<file path="src/rtl/cmd_frame_ctrl.sv">
// UART command-frame decoder: register write/read and ALU frames, responses serialised to TX.
// Strobes are registered one cycle after the qualifying input; TX waits on tx_busy_in, and stray RX words are dropped with err_out.
module cmd_frame_ctrl #(
  parameter int               WIDTH        = 8,
  parameter int               ADDR         = 4,
  parameter int               BYTE_TIMEOUT = 1024,
  parameter int               RESP_TIMEOUT = 16,
  parameter logic [WIDTH-1:0] CMD_WR       = 'hAA,
  parameter logic [WIDTH-1:0] CMD_RD       = 'hBB,
  parameter logic [WIDTH-1:0] CMD_ALU_OP   = 'hCC,
  parameter logic [WIDTH-1:0] CMD_ALU_NOP  = 'hDD,
  parameter logic [WIDTH-1:0] ERR_CODE     = 'hEE
) (
  input  logic               clk,
  input  logic               reset_n,
  input  logic [WIDTH-1:0]   rx_data_in,
  input  logic               rx_data_valid_in,
  input  logic               tx_busy_in,
  input  logic [WIDTH-1:0]   rf_rd_data_in,
  input  logic               rf_rd_data_valid_in,
  input  logic [2*WIDTH-1:0] alu_data_in,
  input  logic               alu_data_valid_in,
  output logic               rf_wr_en_out,
  output logic               rf_rd_en_out,
  output logic [ADDR-1:0]    rf_addr_out,
  output logic [WIDTH-1:0]   rf_wr_data_out,
  output logic               alu_en_out,
  output logic [3:0]         alu_fun_out,
  output logic               clk_gate_en_out,
  output logic [WIDTH-1:0]   tx_data_out,
  output logic               tx_data_valid_out,
  output logic               err_out,
  output logic               busy_out
);

  localparam int TMAX = (BYTE_TIMEOUT > RESP_TIMEOUT) ? BYTE_TIMEOUT : RESP_TIMEOUT;
  localparam int TW   = $clog2(TMAX) + 1;
  localparam logic [TW-1:0] BYTE_LAST = TW'(BYTE_TIMEOUT - 1);
  localparam logic [TW-1:0] RESP_LAST = TW'(RESP_TIMEOUT - 1);

  typedef enum logic [3:0] {
    S_IDLE, S_GET_ADDR, S_GET_DATA, S_GET_OPA, S_GET_OPB, S_GET_FUN,
    S_WAIT_RD, S_ALU_START, S_WAIT_ALU, S_TX_LOAD, S_TX_WAIT_HI, S_TX_WAIT_LO
  } state_t;

  state_t           r_state, w_state;
  logic             r_is_rd, w_is_rd;
  logic [TW-1:0]    r_timer, w_timer;
  logic [WIDTH-1:0] r_q0, w_q0, r_q1, w_q1;
  logic [1:0]       r_qcnt, w_qcnt;
  logic [ADDR-1:0]  r_addr, w_addr;
  logic [WIDTH-1:0] r_wr_data, w_wr_data;
  logic             r_wr_en, w_wr_en, r_rd_en, w_rd_en, r_alu_en, w_alu_en;
  logic [3:0]       r_alu_fun, w_alu_fun;
  logic             r_clk_gate, w_clk_gate;
  logic [WIDTH-1:0] r_tx_data, w_tx_data;
  logic             r_tx_vld, w_tx_vld, r_err, w_err;
  logic             w_abort, w_in_get;
  logic             w_byte_to, w_resp_to;

  assign w_byte_to = (r_timer == BYTE_LAST);
  assign w_resp_to = (r_timer == RESP_LAST);
  assign w_in_get  = (r_state == S_GET_ADDR) || (r_state == S_GET_DATA) || (r_state == S_GET_OPA) ||
                     (r_state == S_GET_OPB)  || (r_state == S_GET_FUN);

  always_comb begin
    w_state    = r_state;
    w_is_rd    = r_is_rd;
    w_q0       = r_q0;
    w_q1       = r_q1;
    w_qcnt     = r_qcnt;
    w_addr     = r_addr;
    w_wr_data  = r_wr_data;
    w_wr_en    = 1'b0;
    w_rd_en    = 1'b0;
    w_alu_en   = 1'b0;
    w_alu_fun  = r_alu_fun;
    w_clk_gate = r_clk_gate;
    w_tx_data  = r_tx_data;
    w_tx_vld   = 1'b0;
    w_err      = 1'b0;
    w_abort    = 1'b0;
    case (r_state)
      S_IDLE: if (rx_data_valid_in) begin
        if (rx_data_in == CMD_WR)           begin w_is_rd = 1'b0; w_state = S_GET_ADDR; end
        else if (rx_data_in == CMD_RD)      begin w_is_rd = 1'b1; w_state = S_GET_ADDR; end
        else if (rx_data_in == CMD_ALU_OP)  w_state = S_GET_OPA;
        else if (rx_data_in == CMD_ALU_NOP) w_state = S_GET_FUN;
        else                                w_abort = 1'b1;
      end
      S_GET_ADDR: if (rx_data_valid_in) begin
        w_addr = rx_data_in[ADDR-1:0];
        if (r_is_rd) begin w_rd_en = 1'b1; w_state = S_WAIT_RD; end
        else         w_state = S_GET_DATA;
      end else if (w_byte_to) w_abort = 1'b1;
      S_GET_DATA: if (rx_data_valid_in) begin
        w_wr_data = rx_data_in; w_wr_en = 1'b1; w_state = S_IDLE;
      end else if (w_byte_to) w_abort = 1'b1;
      S_GET_OPA: if (rx_data_valid_in) begin
        w_addr = '0; w_wr_data = rx_data_in; w_wr_en = 1'b1; w_state = S_GET_OPB;
      end else if (w_byte_to) w_abort = 1'b1;
      S_GET_OPB: if (rx_data_valid_in) begin
        w_addr = ADDR'(1); w_wr_data = rx_data_in; w_wr_en = 1'b1; w_state = S_GET_FUN;
      end else if (w_byte_to) w_abort = 1'b1;
      S_GET_FUN: if (rx_data_valid_in) begin
        w_alu_fun = rx_data_in[3:0]; w_clk_gate = 1'b1; w_state = S_ALU_START;
      end else if (w_byte_to) w_abort = 1'b1;
      S_WAIT_RD: if (rf_rd_data_valid_in) begin
        w_q0 = rf_rd_data_in; w_qcnt = 2'd1; w_state = S_TX_LOAD;
      end else if (w_resp_to) w_abort = 1'b1;
      S_ALU_START: begin w_alu_en = 1'b1; w_state = S_WAIT_ALU; end
      S_WAIT_ALU: if (alu_data_valid_in) begin
        w_q0 = alu_data_in[WIDTH-1:0]; w_q1 = alu_data_in[2*WIDTH-1:WIDTH];
        w_qcnt = 2'd2; w_clk_gate = 1'b0; w_state = S_TX_LOAD;
      end else if (w_resp_to) begin
        w_clk_gate = 1'b0; w_abort = 1'b1;
      end
      S_TX_LOAD: begin
        w_tx_data = r_q0; w_tx_vld = 1'b1; w_q0 = r_q1; w_qcnt = r_qcnt - 2'd1; w_state = S_TX_WAIT_HI;
      end
      // A busy line that never rises must not wedge the controller.
      S_TX_WAIT_HI: if (tx_busy_in || w_resp_to) w_state = S_TX_WAIT_LO;
      S_TX_WAIT_LO: if (!tx_busy_in) w_state = (r_qcnt != 2'd0) ? S_TX_LOAD : S_IDLE;
      default: w_state = S_IDLE;
    endcase
    if (rx_data_valid_in && !w_in_get && (r_state != S_IDLE)) w_err = 1'b1;
    if (w_abort) begin
      w_err = 1'b1; w_q0 = ERR_CODE; w_qcnt = 2'd1; w_state = S_TX_LOAD;
    end
    w_timer = (w_state != r_state) ? '0 : r_timer + TW'(1);
  end

  always_ff @(posedge clk or negedge reset_n) begin
    if (!reset_n) begin
      r_state <= S_IDLE;  r_is_rd <= 1'b0;  r_timer <= '0;
      r_q0 <= '0;  r_q1 <= '0;  r_qcnt <= '0;
      r_addr <= '0;  r_wr_data <= '0;  r_wr_en <= 1'b0;  r_rd_en <= 1'b0;
      r_alu_en <= 1'b0;  r_alu_fun <= '0;  r_clk_gate <= 1'b0;
      r_tx_data <= '0;  r_tx_vld <= 1'b0;  r_err <= 1'b0;
    end else begin
      r_state <= w_state;  r_is_rd <= w_is_rd;  r_timer <= w_timer;
      r_q0 <= w_q0;  r_q1 <= w_q1;  r_qcnt <= w_qcnt;
      r_addr <= w_addr;  r_wr_data <= w_wr_data;  r_wr_en <= w_wr_en;  r_rd_en <= w_rd_en;
      r_alu_en <= w_alu_en;  r_alu_fun <= w_alu_fun;  r_clk_gate <= w_clk_gate;
      r_tx_data <= w_tx_data;  r_tx_vld <= w_tx_vld;  r_err <= w_err;
    end
  end

  assign rf_wr_en_out      = r_wr_en;
  assign rf_rd_en_out      = r_rd_en;
  assign rf_addr_out       = r_addr;
  assign rf_wr_data_out    = r_wr_data;
  assign alu_en_out        = r_alu_en;
  assign alu_fun_out       = r_alu_fun;
  assign clk_gate_en_out   = r_clk_gate;
  assign tx_data_out       = r_tx_data;
  assign tx_data_valid_out = r_tx_vld;
  assign err_out           = r_err;
  assign busy_out          = (r_state != S_IDLE);

endmodule

</file>
<file path="config.mk">
export PLATFORM = sky130hd
export DESIGN_NAME = cmd_frame_ctrl
export DESIGN_NICKNAME = d
export VERILOG_FILES = /design/src/rtl/cmd_frame_ctrl.sv
export SDC_FILE = /design/constraint.sdc
export NUM_CORES = 1
export LEC_CHECK = 0
export CAP_MARGIN = 10
export CORE_MARGIN = 5
export CORE_UTILIZATION = 45
export DETAILED_ROUTE_END_ITERATION = 10
export PLACE_DENSITY = 0.81
export SLEW_MARGIN = 20
export SYNTH_ARGS = -nofsm -noshare
export SYNTH_HDL_FRONTEND = slang
export SYNTH_SLANG_ARGS = --single-unit
</file>
<file path="constraint.sdc">
create_clock -name clk -period 4.9 [get_ports clk]
set_input_delay 0.98 -clock clk [delete_from_list [all_inputs] [get_ports clk]]
set_output_delay 0.98 -clock clk [all_outputs]
set_load 0.005 [all_outputs]
</file>
==> flow_summary_export.csv <==
group,metric,value,unit
setup_path,required,5.15,ns
floorplan,ios,69,
detailed_routing,ant_nets,0,
floorplan,dieArea,9000,µm²
setup_path,crit_fanout,16,
pwr,peakVddDrop,209,µV
detailed_routing,vias,2654,
placed_design,io_buffers,68,
floorplan,core,7140,µm²
logic_synthesis,yosys-top-cells-area,"dfrtp_1, mux2_2, nand2_1, mux2i_1, nor2_1",
logic_synthesis,synth_most_common_cell,"dfrtp_1",
logic_synthesis,synth_cell_types,53,
detailed_routing,viasPerCell,5.37,
cts,numCtsBuffers,9,
setup_path,crit_path_end_kind,"flip-flop",
pwr,p_leak,1.74,nW
cts,cts.reportedPaths.clkPinSlew,0.06,ns
floorplan,start_util,45.4,%
layout,layout.nets,431,
logic_synthesis,yosys.area.top_type_share,49.4,%
logic_synthesis,synthFlopType,"dfrtp_1",
logic_synthesis,yosysSeqAreaShare,49.4,%
setup_path,critPathKind,"in -> reg",
logic_synthesis,syn_area,3240,µm²
timing,setup_viol,0,
timing,fmax,0.327,GHz
pwr,p_per_area,547,nW/µm²
floorplan,rows,31,
timing,fin_skew,0.00954,ns
floorplan,fp.dieH,94.9,µm
run,cap_violations,0,
cts,cts_resized,0,
global_route,antenna_found_initial,0,
timing,worstMarginPinSlew,0.915,ns
timing,hold_violations,0,
timing,max_slew_margin,39.0,%
cts,hold_buffers,0,
cts,clockBufferDepth,2,
layout,area_growth,27.6,%
floorplan,die_w,94.9,µm
logic_synthesis,synth_nets,365,
global_route,grt_pass1_wl,13000,µm
cts,cts_setup_buffers,0,
timing,holdWs,0.486,ns
detailed_routing,first_iter_violations,192,
global_route,grt_pass1_vias,2625,
logic_synthesis,syn_avg_cell_area,9.97,µm²
logic_synthesis,synth-async-reset-ratio,100,%
logic_synthesis,synth_top_cell_by_area,"dfrtp_1",
detailed_routing,drc,0,
timing,post-route-period-util,62.4,%
global_route,grt_max_degree,44,
cts,cts_max_level,3,
logic_synthesis,synthCells,325,
logic_synthesis,yosys_warnings,0,
logic_synthesis,synth_common_cells,"dfrtp_1, nand2_1, nor2_1, mux2_2, nand3_1",
global_route,grt_overflow_total,0,
placed_design,gp_congestion,0.888,
detailed_routing,avgRoutedWirePerCell,15.7,µm
layout,layout-drive-gt1-share,12.2,%
timing,drv_slew,0,
logic_synthesis,synth_seq_cells,64,
pwr,finalPower,0.00226,W
status,status,"finished, final reports clean",
detailed_routing,drt-total-wl,7760,µm
setup_path,critPathArrivalTime,3.31,ns
timing,period_needed,3.06,ns
logic_synthesis,synth-edff-count,0,
hold_path,hp-class,"reg -> reg",
cts,cts_root_buffer,"clkbuf_8",
placed_design,hpwl,5700,µm
timing,fin_setup_tns,0,ns
layout,diodes,0,
detailed_routing,dr.pass1.iters,5,
global_route,grt.total_usage,18.6,%
timing,rsz0062_at_grt,"no",
cts,tritoncts,"built",
cts,cts.sinks,64,
cts,worstSkewPairLatency,0.34,ns
setup_path,cp-start-kind,"input port",
-- logic make-up after synthesis --
kind of cell / Yosys count / synth area share [%]
buffers and inverters: 25 / 3.98
AOI/OAI and AO/OA: 53 / 10.8
xor gates and xnor gates: 9 / 2.43
adders and majority gates: 2 / 0.772
and+or+nand+nor: 137 / 20.9
muxes: 35 / 11.7
DFF: 64 / 49.4
-- final timing paths --
| kind | end | slack [ns] | startpoint | cells after the start |
|---|---|---|---|---|
| hold / removal | rf_wr_data_out[5] | 0.49 | rf_wr_data_out[5] | 2 |
| setup / recovery | r_timer[9] | 1.84 | rx_data_in[2] | 7 |
| max in group asynchronous | r_q1[5] | 3.29 | reset_n | 2 |
| min in group asynchronous | rf_wr_data_out[7] | 0.78 | reset_n | 1 |
| setup reg to reg | tx_data_out[6] | 2.31 | r_state[2] | 4 |
| hold reg to reg | rf_wr_data_out[5] | 0.49 | rf_wr_data_out[5] | 2 |
-- area by class of cell --
cell class,count,area (µm²)
Sequential cell,64,1600
Multi-Input combinational cell,236,1510
Timing Repair Buffer,70,691
Tap cell,99,124
Inverter,10,37.5
Clock buffer,12,155
Fill cell,622,3000
Clock inverter,3,17.5
-- registers in the layout (all words and copies together), names as in the netlist, 2 cells and up --
register        count
alu_fun_out         4
r_q0                8
r_q1                8
r_qcnt              2
r_state             4
r_timer            11
rf_addr_out         4
rf_wr_data_out      8
tx_data_out         8
-- metrics by stage --
stage,cell area [µm²],worst slack (ns),instances,utilization [%]
3_3_place_gp,3960,1.58,479,55.5
6_report,4140,1.84,494,58.0
4_1_cts,4140,1.83,494,58.0
2_1_floorplan,3240,2.51,325,-
5_1_grt,4140,1.62,494,58.0
3_5_place_dp,3960,1.47,479,55.5
-- worst max-delay path, stage by stage --
cell and delay, ns:
clkdlybuf4s50_1 0.49, and4bb_2 0.37, o221ai_2 0.12, o2bb2ai_1 0.14, a41oi_2 0.62, o211ai_2 0.39
nor2_1 0.18
-- layout by cell type (no fill, tap or decap), types with 2 or more instances in the layout --
| cell | synthesis | final |
|---|---|---|
| nand3_1 | 16 | 16 |
| a32oi_1 | 2 | 2 |
| nand4_1 | 4 | 4 |
| o21ai_1 | 2 | 2 |
| xor2_1 | 2 | 2 |
| and2_1 | 5 | 5 |
| and4bb_2 | 2 | 2 |
| xnor2_1 | 7 | 7 |
| nand2_1 | 46 | 46 |
| mux2_2 | 19 | 19 |
| o21ai_0 | 14 | 14 |
| dfrtp_1 | 64 | 64 |
| nor2_1 | 30 | 30 |
| and3_1 | 6 | 6 |
| ha_1 | 2 | 2 |
| clkdlybuf4s50_1 | 0 | 67 |
| a31oi_1 | 2 | 2 |
| nor3_1 | 6 | 6 |
| o211ai_1 | 3 | 3 |
| mux2i_1 | 15 | 15 |
| nor4_1 | 2 | 2 |
| nor2b_1 | 6 | 6 |
| a22oi_1 | 3 | 3 |
| a21oi_1 | 14 | 14 |
| clkbuf_8 | 0 | 11 |
| clkinv_2 | 0 | 2 |
| nand2b_1 | 3 | 3 |
| inv_1 | 9 | 9 |
| buf_4 | 2 | 2 |
| a21boi_0 | 2 | 2 |
| nand2_2 | 2 | 2 |
-- power by group --
group,internal [W],switching (W),leakage (nW),total [W]
Combinational,0.000500,0.000462,0.862,0.000962
Sequential,0.000728,0.000172,0.792,0.000900
Clock,0.000207,0.000196,0.0882,0.000402
Total,0.00143,0.000829,1.74,0.00226
-- per-layer routing --
layer	share of wire [%]	vias up	track usage (%)
met4	1.8	0	7.57
met1	43	1281	24.9
met2	50	87	30.2
met5	0	-	0
met3	4.7	13	3.03
li1	-	1273	-
No activity file was read; power rests on OpenSTA's default activity.
